===== src/rtl/subleq_control.sv =====
// Main sequencing FSM of the SUBLEQ URISC core: fetch a,b,c, read operands, write back, branch.
// Defining SUBLEQ_STEP_EN adds a step input and a PAUSE state after every retired instruction.
module subleq_control #(
    parameter int MEM_TIMEOUT = 0,
    parameter int TO_W        = 8
) (
    input  logic       clk,
    input  logic       reset,
    input  logic       start,
    input  logic       mem_ready,
    input  logic       res_le_zero,
    input  logic       c_is_halt,
`ifdef SUBLEQ_STEP_EN
    input  logic       step,
`endif
    output logic       mem_req,
    output logic       mem_we,
    output logic [1:0] addr_sel,
    output logic       pc_inc,
    output logic       pc_load,
    output logic       a_load,
    output logic       b_load,
    output logic       c_load,
    output logic       opa_load,
    output logic       opb_load,
    output logic       retire,
    output logic       busy,
    output logic       halted,
    output logic       fault,
    output logic [3:0] state
);

    typedef enum logic [3:0] {
        S_IDLE    = 4'd0,
        S_FETCH_A = 4'd1,
        S_FETCH_B = 4'd2,
        S_FETCH_C = 4'd3,
        S_READ_A  = 4'd4,
        S_READ_B  = 4'd5,
        S_WRITE_B = 4'd6,
        S_BRANCH  = 4'd7,
        S_HALT    = 4'd8,
        S_FAULT   = 4'd9
`ifdef SUBLEQ_STEP_EN
        , S_PAUSE = 4'd10
`endif
    } state_t;

`ifdef SUBLEQ_STEP_EN
    localparam state_t S_AFTER_BRANCH = S_PAUSE;
`else
    localparam state_t S_AFTER_BRANCH = S_FETCH_A;
`endif

    state_t            state_q, state_d;
    logic              le_q, le_d;
    logic [TO_W-1:0]   to_q, to_d;
    logic              in_mem_s;
    logic              timeout_s;

    // Moore outputs packed as {mem_req, mem_we, addr_sel, retire, busy, halted, fault}
    function automatic logic [7:0] moore_out(input state_t s);
        case (s)
            S_FETCH_A, S_FETCH_B, S_FETCH_C: moore_out = 8'b1000_0100;
            S_READ_A:  moore_out = 8'b1001_0100;
            S_READ_B:  moore_out = 8'b1010_0100;
            S_WRITE_B: moore_out = 8'b1110_0100;
            S_BRANCH:  moore_out = 8'b0000_1100;
            S_HALT:    moore_out = 8'b0000_0010;
            S_FAULT:   moore_out = 8'b0000_0001;
            default:   moore_out = 8'b0000_0000;
        endcase
    endfunction

    assign in_mem_s  = state_q inside {S_FETCH_A, S_FETCH_B, S_FETCH_C,
                                       S_READ_A, S_READ_B, S_WRITE_B};
    // Limit is checked before incrementing, so mem_ready in the limit cycle still completes.
    assign timeout_s = (MEM_TIMEOUT != 0) && (to_q == TO_W'(MEM_TIMEOUT - 1));

    // Next-state decode and combinational register strobes (only in the ready cycle)
    always_comb begin
        state_d  = state_q;
        le_d     = le_q;
        to_d     = '0;
        pc_inc   = 1'b0;
        pc_load  = 1'b0;
        a_load   = 1'b0;
        b_load   = 1'b0;
        c_load   = 1'b0;
        opa_load = 1'b0;
        opb_load = 1'b0;
        if (in_mem_s && !mem_ready) begin
            if (timeout_s) begin
                state_d = S_FAULT;
            end else begin
                state_d = state_q;
                to_d    = (MEM_TIMEOUT != 0) ? to_q + TO_W'(1) : '0;
            end
        end else begin
            case (state_q)
                S_IDLE: begin
                    if (start) state_d = S_FETCH_A;
                    else       state_d = S_IDLE;
                end
                S_FETCH_A: begin
                    pc_inc  = 1'b1;
                    a_load  = 1'b1;
                    state_d = S_FETCH_B;
                end
                S_FETCH_B: begin
                    pc_inc  = 1'b1;
                    b_load  = 1'b1;
                    state_d = S_FETCH_C;
                end
                S_FETCH_C: begin
                    pc_inc  = 1'b1;
                    c_load  = 1'b1;
                    state_d = S_READ_A;
                end
                S_READ_A: begin
                    opa_load = 1'b1;
                    state_d  = S_READ_B;
                end
                S_READ_B: begin
                    opb_load = 1'b1;
                    state_d  = S_WRITE_B;
                end
                S_WRITE_B: begin
                    le_d    = res_le_zero;
                    state_d = S_BRANCH;
                end
                S_BRANCH: begin
                    if (le_q && c_is_halt) begin
                        state_d = S_HALT;
                    end else if (le_q) begin
                        pc_load = 1'b1;
                        state_d = S_AFTER_BRANCH;
                    end else begin
                        state_d = S_AFTER_BRANCH;
                    end
                end
`ifdef SUBLEQ_STEP_EN
                S_PAUSE: begin
                    if (step) state_d = S_FETCH_A;
                    else      state_d = S_PAUSE;
                end
`endif
                S_HALT:  state_d = S_HALT;
                S_FAULT: state_d = S_FAULT;
                default: state_d = S_FAULT;
            endcase
        end
    end

    // State, branch flag, wait counter and registered status outputs
    always_ff @(posedge clk or posedge reset) begin
        if (reset) begin
            state_q <= S_IDLE;
            le_q    <= 1'b0;
            to_q    <= '0;
            {mem_req, mem_we, addr_sel, retire, busy, halted, fault} <= 8'b0000_0000;
            state   <= 4'd0;
        end else begin
            state_q <= state_d;
            le_q    <= le_d;
            to_q    <= to_d;
            {mem_req, mem_we, addr_sel, retire, busy, halted, fault} <= moore_out(state_d);
            state   <= state_d;
        end
    end

endmodule

===== config.mk =====
export PLATFORM = sky130hd
export DESIGN_NAME = subleq_control
export DESIGN_NICKNAME = d
export VERILOG_FILES = /design/src/rtl/subleq_control.sv
export SDC_FILE = /design/constraint.sdc
export NUM_CORES = 1
export LEC_CHECK = 0
export ABC_AREA = 1
export CAP_MARGIN = 20
export CORE_MARGIN = 1.5
export CORE_UTILIZATION = 35
export CTS_BUF_LIST = sky130_fd_sc_hd__clkbuf_4 sky130_fd_sc_hd__clkbuf_8
export DETAILED_ROUTE_END_ITERATION = 12
export PLACE_DENSITY = 0.66
export SLEW_MARGIN = 10
export SYNTH_ARGS = -nofsm -noshare
export SYNTH_HDL_FRONTEND = slang
export SYNTH_SLANG_ARGS = --single-unit

===== constraint.sdc =====
create_clock -name clk -period 1.7 [get_ports clk]
set_input_delay 0.34 -clock clk [delete_from_list [all_inputs] [get_ports clk]]
set_output_delay 0.34 -clock clk [all_outputs]
set_load 0.05 [all_outputs]

### After elaboration in Yosys (flattened, before gate mapping)

Memories as Yosys holds them, arrays and structs flattened. A register that Yosys moved wholly into a read port is not among the register bits.
Index checks and enable logic that the tools add are counted.

| storage, ports and cells | value |
|---|---|
| register bits | 5 |
| word-level logic and storage cells | 39 |
| bits in read-only memories | 128 |
| memories kept | 1 |
| bits of input ports | 6 |
| output and inout bits | 19 |

| cells by class | value |
|---|---|
| reduce and logical (&&, ||, !) cells | 7 |
| bitwise gates (word level) | 1 |
| multiplexer cells | 20 |
| equal/unequal tests | 8 |

Memories:

| name | depth | width | rd ports | clocked after memory_dff | write ports | line | RTL |
|---|---|---|---|---|---|---|---|
| (name not given) | 16 | 8 | 1 | 1 | 0 | 63 | `case (s)` |

Operators by type and width:

| kind | count |
|---|---|
| 4-bit case mux with 9 select lines | 1 |
| 1-bit two-way mux | 17 |
| 4-bit by 3-bit == test with 1-bit output, second input constant | 4 |
| 4-bit by 2-bit == test with 1-bit output, second input constant | 2 |
| 4-bit two-way mux | 2 |
| 6-bit nonzero test | 1 |
| 4-bit by 1-bit == test with 1-bit output, second input constant | 1 |
| 4-bit == test, second input constant | 1 |
| 4-bit zero test | 1 |
| 3-bit OR reduction | 1 |
| 1-bit logical AND | 2 |
| 2-bit AND reduction | 1 |
| 1-bit zero test | 1 |
| 1-bit NOT | 1 |

### Logic depth before layout (Yosys ltp)

Gate-level depths: netlist of the first run.

| logic depth | value |
|---|---|
| word-level depth | 5 |
| depth in mapped cells | 12 |

### Worst setup path after synthesis of the first run

Ideal clock, no wire load.

| path | value |
|---|---|
| kind | register to output |
| start | register state_q[0] |
| end | output pc_load |
| cell stages (with the launch flop) | 3 |
| arrival time | 2415 ps |
| path slack | -1055 ps |
| data required time | 1360 ps |
| path through | dfrtp_1 nand2_2 nor4_1 |

| between the ends | value |
|---|---|
| cells in the longest elaborated chain, start to end | 4 |
| elaborated cells on any way between the ends | 11 |
| those cells by class | eq/ne (7); mux (2); reduce/logical (2) |

RTL lines:

| item | line | RTL |
|---|---|---|
| start, declared | 55 | `state_t state_q, state_d;` |
| start signal, assigned | 164 | `state_q <= state_d;` |
| 4-bit by 1-bit == test with 1-bit output (tied with other cells) | 75 | `assign in_mem_s = state_q inside {S_FETCH_A, S_FETCH_B, S_FETCH_C,` |
| 6-bit nonzero test | 75 |  |
| 1-bit logical AND | 92 | `if (in_mem_s && !mem_ready) begin` |
| 1-bit two-way mux * | 92 |  |
| end, declared | 20 | `output logic pc_load,` |

Every way passes the cells marked *; elsewhere a longest branch is shown, timed or not.

### Worst setup path in the final report of the first run

| path | value |
|---|---|
| start | register state_q[1] |
| end | output opa_load |

| between the ends | value |
|---|---|
| cells in the longest elaborated chain, start to end | 4 |
| elaborated cells on any way between the ends | 10 |
| those cells by class | eq/ne (6); mux (2); reduce/logical (2) |

RTL lines:

| item | line | RTL |
|---|---|---|
| 4-bit by 1-bit == test with 1-bit output (tied with other cells) | 75 |  |
| 6-bit nonzero test | 75 |  |
| 1-bit logical AND | 92 |  |
| 1-bit two-way mux * | 92 |  |
| end, declared | 24 | `output logic opa_load,` |

Marked as above.

==> results of run 1 <==
[state kept, by name, summed over array words and instances, names as in the netlist]
signal / cells
mem_req: 1
le_q: 1
state_q: 4
mem_we: 1
halted: 1
busy: 1
fault: 1
addr_sel: 2
retire: 1
[metal layers]
layer  track usage, %  part of all wire [%]  vias up
li1                 -                     -      411
met1             21.3                    38      404
met4             12.5                   1.7        0
met2             36.7                    55       42
met5                0                     0        -
met3             4.55                   5.3        5
[repair_timing]
action,in CTS,in global routing
endpoints found under the hold margin,0,0
setup buffers,14,5
hold buffers,0,0
resized for setup,13,22
endpoints found under the setup margin,9,13
pin swaps,7,11
[cell usage in the layout, fill, tap and decap left out, types with 4 or more instances in the layout]
cell type	synthesis	final
nand2_2	3	4
nor2_2	3	4
buf_4	0	36
nor2_1	8	4
nand3_2	2	5
inv_1	19	14
buf_12	0	11
nand3_1	10	5
inv_2	3	4
clkdlybuf4s50_1	0	5
nand2_1	19	11
dfrtp_1	13	9
nand2_4	3	9
[worst max-delay path: cells and delay by family (launching register included)]
family / cells / cell delay [ns]
and+or+nand+nor: 5 / 0.44
buffers and inverters: 3 / 0.32
DFF: 1 / 0.53
[final cells by class]
type	count	share of cell area, %
inverter	22	5.97
tap	27	2.12
clock buffer	3	1.41
clock inverter	1	0.314
timing repair buffer	55	36.1
multi-input combinational	60	33.1
sequential	13	21.1
[cell usage after synthesis]
cell type,count
inv_1,19
nand2_1,19
dfrtp_1,13
nand3_1,10
nor2_1,8
ha_1,4
inv_2,3
nand2_2,3
nand2_4,3
nor2_2,3
nand3_2,2
nand4_1,2
nor3_1,2
nor4_1,2
and2_4,1
buf_6,1
o21ai_0,1
[worst max-delay path by stage]
stage,to,startpoint,slack (ns),depth (start not counted)
floorplan,a_load,state_q[1]$_DFF_PP0_,-0.13,7
global placement,mem_req$_DFF_PP0_,mem_ready,-0.16,9
detailed placement,mem_req$_DFF_PP0_,mem_ready,-0.23,10
CTS,a_load,state_q[1]$_DFF_PP0_,-0.17,8
global route,opa_load,state_q[1]$_DFF_PP0_,-0.27,8
finish,opa_load,state_q[1]$_DFF_PP0_,-0.21,8
[cell families after synthesis]
group / count (synthesis) / share of synthesized area (%)
AO/OA/AOI/OAI: 1 / 0.657
adder cells (fa/ha/maj): 4 / 6.58
buffers and inverters: 23 / 12.3
flip-flops: 13 / 42.8
AND/OR/NAND/NOR: 55 / 37.7
[stage by stage]
step / util (%) / hold slack [ns]
2_1_floorplan: - / 0.217
3_3_place_gp: 64.0 / 0.552
3_5_place_dp: 64.0 / 0.552
4_1_cts: 73.4 / 0.377
5_1_grt: 79.6 / 0.429
6_report: 79.6 / 0.360
[power by group through the flow]
stage               Combinational [mW]  Sequential (mW)  Clock [mW]
floorplan                       0.0101            0.315           0
global placement                0.0261            0.315           0
detailed placement              0.0268            0.315           0
CTS                             0.0271            0.309       0.204
global route                    0.0302            0.309       0.212
finish                          0.0276            0.309       0.197
==> reports/summary.txt, run 1 <==
Seq. cell area: 335 um^2
synthesized cell area: 761 um^2
combinational power share: 5.2%
port bufs: 24
TritonCTS buffer count: 3
Area growth, synth to finish: 109%
routed len/inst: 14.7 um
CTS Sinks: 13
layout cells sized above 1: 64.9%
Worst Path Max Fanout: 7
Placed Instance Area: 1280 um^2
crit-path max cell delay: 0.53 ns
CTS root buffer: clkbuf_4
H-tree Lvls: 1
CP max stage cell: dfrtp_4
Yosys cell types: 17
Worst-Margin Slew: 0.485 ns
Routed Antenna Nets: 0
gr usage total: 20.4%
final hold violation count: 0
Fill cells: 119
syn_nets: 106
Clk pwr share: 36.9%
die span in x: 49.6 um
share of the synthesized area in the top cell type: 42.8%
P_int: 0.409 mW
Nets: 165
Clk Latency, worst-skew pair: 0.29 ns
Syn. warnings: 0
status: finished with violations
final non-filler cell total: 181
die height: 49.6 um
vias in the first global route: 857
P_sw: 0.124 mW
drt total wl: 2660 um
reg-to-reg slack, setup: -0.06 ns
Peak supply drop: 0.461 mV
largest net degree at the start of global routing: 14
syn avg cell area: 7.92 um^2
Seq pwr share: 57.9%
initial core utilization: 38.0%
initial antenna violation count: 0
Synth area leader: dfrtp_1
crit start category: flip-flop
drt first-iter violations: 20
GPL Wtd Cong: 0.856
via count: 862
Reg2Reg Depth: 11
die area: 2460 um^2
failing checks: negative setup slack
mean number of vias per cell: 4.76
row count: 16
Core ar.: 2000 um^2
Final Slew Violations: 0
Diodes inserted: 0
Tot Pwr: 0.533 mW
fin crit share: 112%
HP Class: primary input to async pin
final setup violating endpoints: 10
min cycle time layout: 1.91 ns
dpl ws: -0.235 ns
WP data required: 1.36 ns
drt pass-1 iters: 4
cells along the critical path: inv_4 -> nand2_4 -> nand2_4 -> nand2_4 -> nand2_8 -> nand4_1 -> inv_2 -> buf_12
critical path's most frequent cell: nand2_4
DRC violations left: 0
CTS Buffer Depth: 2
worst setup path category: flip-flop to output pin
post-synthesis cell count: 96
clock slew at reported path FFs: 0.08 ns
R2R Path Start: state_q[1]$_DFF_PP0_
Sw Ratio: 23.2%
relative slew slack: 67.6%
reg-to-reg endpoint: fault$_DFF_PP0_
Max-Cap Viols: 0
global-route wire length before repair: 3750 um
Area contributors post-synth: dfrtp_1 (43%), inv_1 (9.4%), nand2_1 (9.4%), ha_1 (6.6%), nand3_1 (6.6%)
placed cells: 158
synthesized flop and latch total: 13
power density cells: 335 nW/um^2
setup TNS: -1.17 ns
crit end category: output pin
finished layout cell area: 1590 um^2
Detail Placement HPWL: 1550 um
Multi-input gate area: 527 um^2
post-route setup slack: -0.209 ns
CTS tree: built
RSZ-0062 raised after global routing: true
fmax: 524 MHz
sequential area share after synthesis: 42.8%
cell leakage power: 0.772 nW
GRT overflow: 0
final setup skew: 0.00552 ns
IO Pins: 25
CP arrival: 1.57 ns
Note: power is estimated with default switching activity, not from simulation.
==> inputs of run 2 (changes only) <==
- PLACE_DENSITY: 0.66 -> not set
- clock period: 1.7 -> 2.2 ns (I/O delays scaled with it)
==> run 2 against run 1 <==
Net effect: the flow now finishes without violations; final cell count fell by 17%; clock skew fell by 0.0019 ns; count of clock-buffer cells in the layout rose by 1; clock power fell by 23%; worst setup slack improved by 0.33 ns; via count fell by 19%; global-route usage fell by 4.9 points; combinational power fell by 37%; sequential share of layout area rose by 7.5 points; first-iteration DRC count fell by 30%; flip-flop and latch count did not move; critical path type unchanged; largest cell class is now multi-input combinational cells; highest routed layer unchanged.
==> reports/summary.txt, run 2 (same netlist as run 1, synthesis figures left out) <==
status: completed (was finished with violations)
min cycle time layout: 2.08 ns
CTS root buffer: clkbuf_4 (unchanged)
placed cells: 146 (was 158)
port bufs: 24 (unchanged)
Worst-Margin Slew: 0.501 ns (was 0.485 ns)
CTS Sinks: 13 (unchanged)
Peak supply drop: 0.337 mV (was 0.461 mV)
Reg2Reg Depth: 11 (unchanged)
Clk Latency, worst-skew pair: 0.27 ns (was 0.29 ns)
Seq pwr share: 58.5% (was 57.9%)
Placed Instance Area: 1120 um^2 (was 1280 um^2)
mean number of vias per cell: 4.65 (was 4.76)
fin crit share: 94.5%
Final Slew Violations: 0 (unchanged)
via count: 697 (was 862)
max reg flops: 4 (unchanged)
die area: 2460 um^2 (unchanged)
dpl ws: 0.164 ns (was -0.235 ns)
IO Pins: 25 (unchanged)
final non-filler cell total: 150 (was 181)
CP arrival: 1.64 ns (was 1.57 ns)
drt pass-1 iters: 4 (unchanged)
row count: 16 (unchanged)
RSZ-0062 raised after global routing: false (was true)
initial antenna violation count: 0 (unchanged)
worst setup path category: flip-flop to output pin (unchanged)
clock slew at reported path FFs: 0.07 ns (was 0.08 ns)
crit start category: flip-flop (unchanged)
DRC violations left: 0 (unchanged)
vias in the first global route: 691 (was 857)
WP data required: 1.76 ns (was 1.36 ns)
final hold violation count: 0 (unchanged)
Area growth, synth to finish: 51.2% (was 109%)
fmax: 481 MHz
Diodes inserted: 0 (unchanged)
layout cells sized above 1: 25.2% (was 64.9%)
most frequent cells in the layout: nand2_1 (19), inv_1 (19), clkdlybuf4s50_1 (17), dfrtp_1 (11), nand3_1 (10) (was buf_4 (36), inv_1 (14), nand2_1 (11), buf_12 (11))
die height: 49.6 um (unchanged)
post-route setup slack: 0.122 ns (was -0.209 ns)
die span in x: 49.6 um (unchanged)
initial core utilization: 38.0% (unchanged)
GPL Wtd Cong: 0.877 (was 0.856)
Biggest register: state_q (unchanged)
Max-Cap Viols: 0 (unchanged)
HP Class: primary input to async pin (unchanged)
final setup violating endpoints: 0 (was 10)
drt first-iter violations: 14 (was 20)
cts hold-fix bufs: 0 (unchanged)
relative slew slack: 66.5% (was 67.6%)
GRT overflow: 0 (unchanged)
crit-path max cell delay: 0.46 ns (was 0.53 ns)
largest net degree at the start of global routing: 14 (unchanged)
Fill cells: 195 (was 119)
TritonCTS buffer count: 3 (unchanged)
Core ar.: 2000 um^2 (unchanged)
crit end category: output pin (unchanged)
Finished Core Util: 57.4% (was 79.6%)
cells along the critical path: inv_2 -> nand2_2 -> nand2_2 -> nand2_4 -> nand2_4 -> nand2_1 -> nor3_4 -> buf_12 (was inv_4 -> nand2_4 -> nand2_4 -> nand2_4 -> nand2_8 -> nand4_1 -> inv_2 -> buf_12)
P_sw: 0.0782 mW (was 0.124 mW)
Routed Antenna Nets: 0 (unchanged)
Nets: 134 (was 165)
Worst Path Max Fanout: 9 (was 7)
Clk pwr share: 37.2% (was 36.9%)
H-tree Lvls: 1 (unchanged)
Post-CTS Setup Inserts: 0 (was 14)
CTS tree: built (unchanged)
gr usage total: 15.5% (was 20.4%)
Detail Placement HPWL: 1290 um (was 1550 um)
routed len/inst: 10.4 um (was 14.7 um)
CTS Buffer Depth: 2 (unchanged)
power density cells: 355 nW/um^2 (was 335 nW/um^2)
CP max stage cell: dfrtp_2 (was dfrtp_4)
global-route wire length before repair: 2900 um (was 3750 um)
WHS: 0.486 ns (was 0.360 ns)
Sw Ratio: 19.2% (was 23.2%)
drt total wl: 1570 um (was 2660 um)
combinational power share: 4.3% (was 5.2%)
final setup skew: 0.00359 ns (was 0.00552 ns)
cell leakage power: 0.600 nW (was 0.772 nW)
finished layout cell area: 1150 um^2 (was 1590 um^2)
P_int: 0.330 mW (was 0.409 mW)
## run 2: power groups by stage
stage / logic, mW / clock network, mW / registers [mW]
detailed placement: 0.0178 / 0 / 0.243
floorplan: 0.00680 / 0 / 0.243
finish: 0.0174 / 0.152 / 0.239
global placement: 0.0174 / 0 / 0.243
global route: 0.0195 / 0.175 / 0.239
CTS: 0.0178 / 0.159 / 0.239
## run 2: per-stage QoR
stage / TNS [ns] / total power, mW
finish: 0 / 0.408
detailed placement: 0 / 0.261
CTS: 0 / 0.415
global placement: 0 / 0.261
floorplan: -0.228 / 0.250
global route: 0 / 0.433
## run 2: final timing paths
check	from	slack, ns	to
max	state_q[0]$_DFF_PP0_	0.12	a_load
min	reset	0.49	state_q[2]$_DFF_PP0_
max reg2reg	state_q[2]$_DFF_PP0_	0.41	mem_req$_DFF_PP0_
min reg2reg	le_q$_DFFE_PP0P_	0.57	state_q[3]$_DFF_PP0_
max in group asynchronous	reset	1.36	state_q[1]$_DFF_PP0_
min in group clk	le_q$_DFFE_PP0P_	0.57	state_q[3]$_DFF_PP0_
## run 2: cell type report
cell class / instances / area (um^2) / area share (%)
Sequential cell: 13 / 328 / 28.5
Clock buffer: 4 / 30.0 / 2.61
Timing Repair Buffer: 24 / 310 / 27.0
Tap cell: 27 / 33.8 / 2.94
Multi-Input combinational cell: 60 / 365 / 31.8
Inverter: 22 / 82.6 / 7.18
## run 2: layer usage
metal  part of all wire [%]  GRT usage [%]  vias up
met1                     43           18.2      328
met5                      0              0        -
met2                     52           26.2       19
li1                       -              -      348
met4                    1.4           9.72        0
met3                    3.5           2.42        2
## run 2: timing repair
item	4_1_cts	5_1_grt
hold endpoints to repair	0	0
setup endpoints to repair	0	2
gates resized for setup	0	2
## run 2: critical path: cells and delay by family (launching register included)
kind / cells / cell delay, ns
buffers and inverters: 2 / 0.29
flip-flops: 1 / 0.46
AND/OR/NAND/NOR: 6 / 0.62
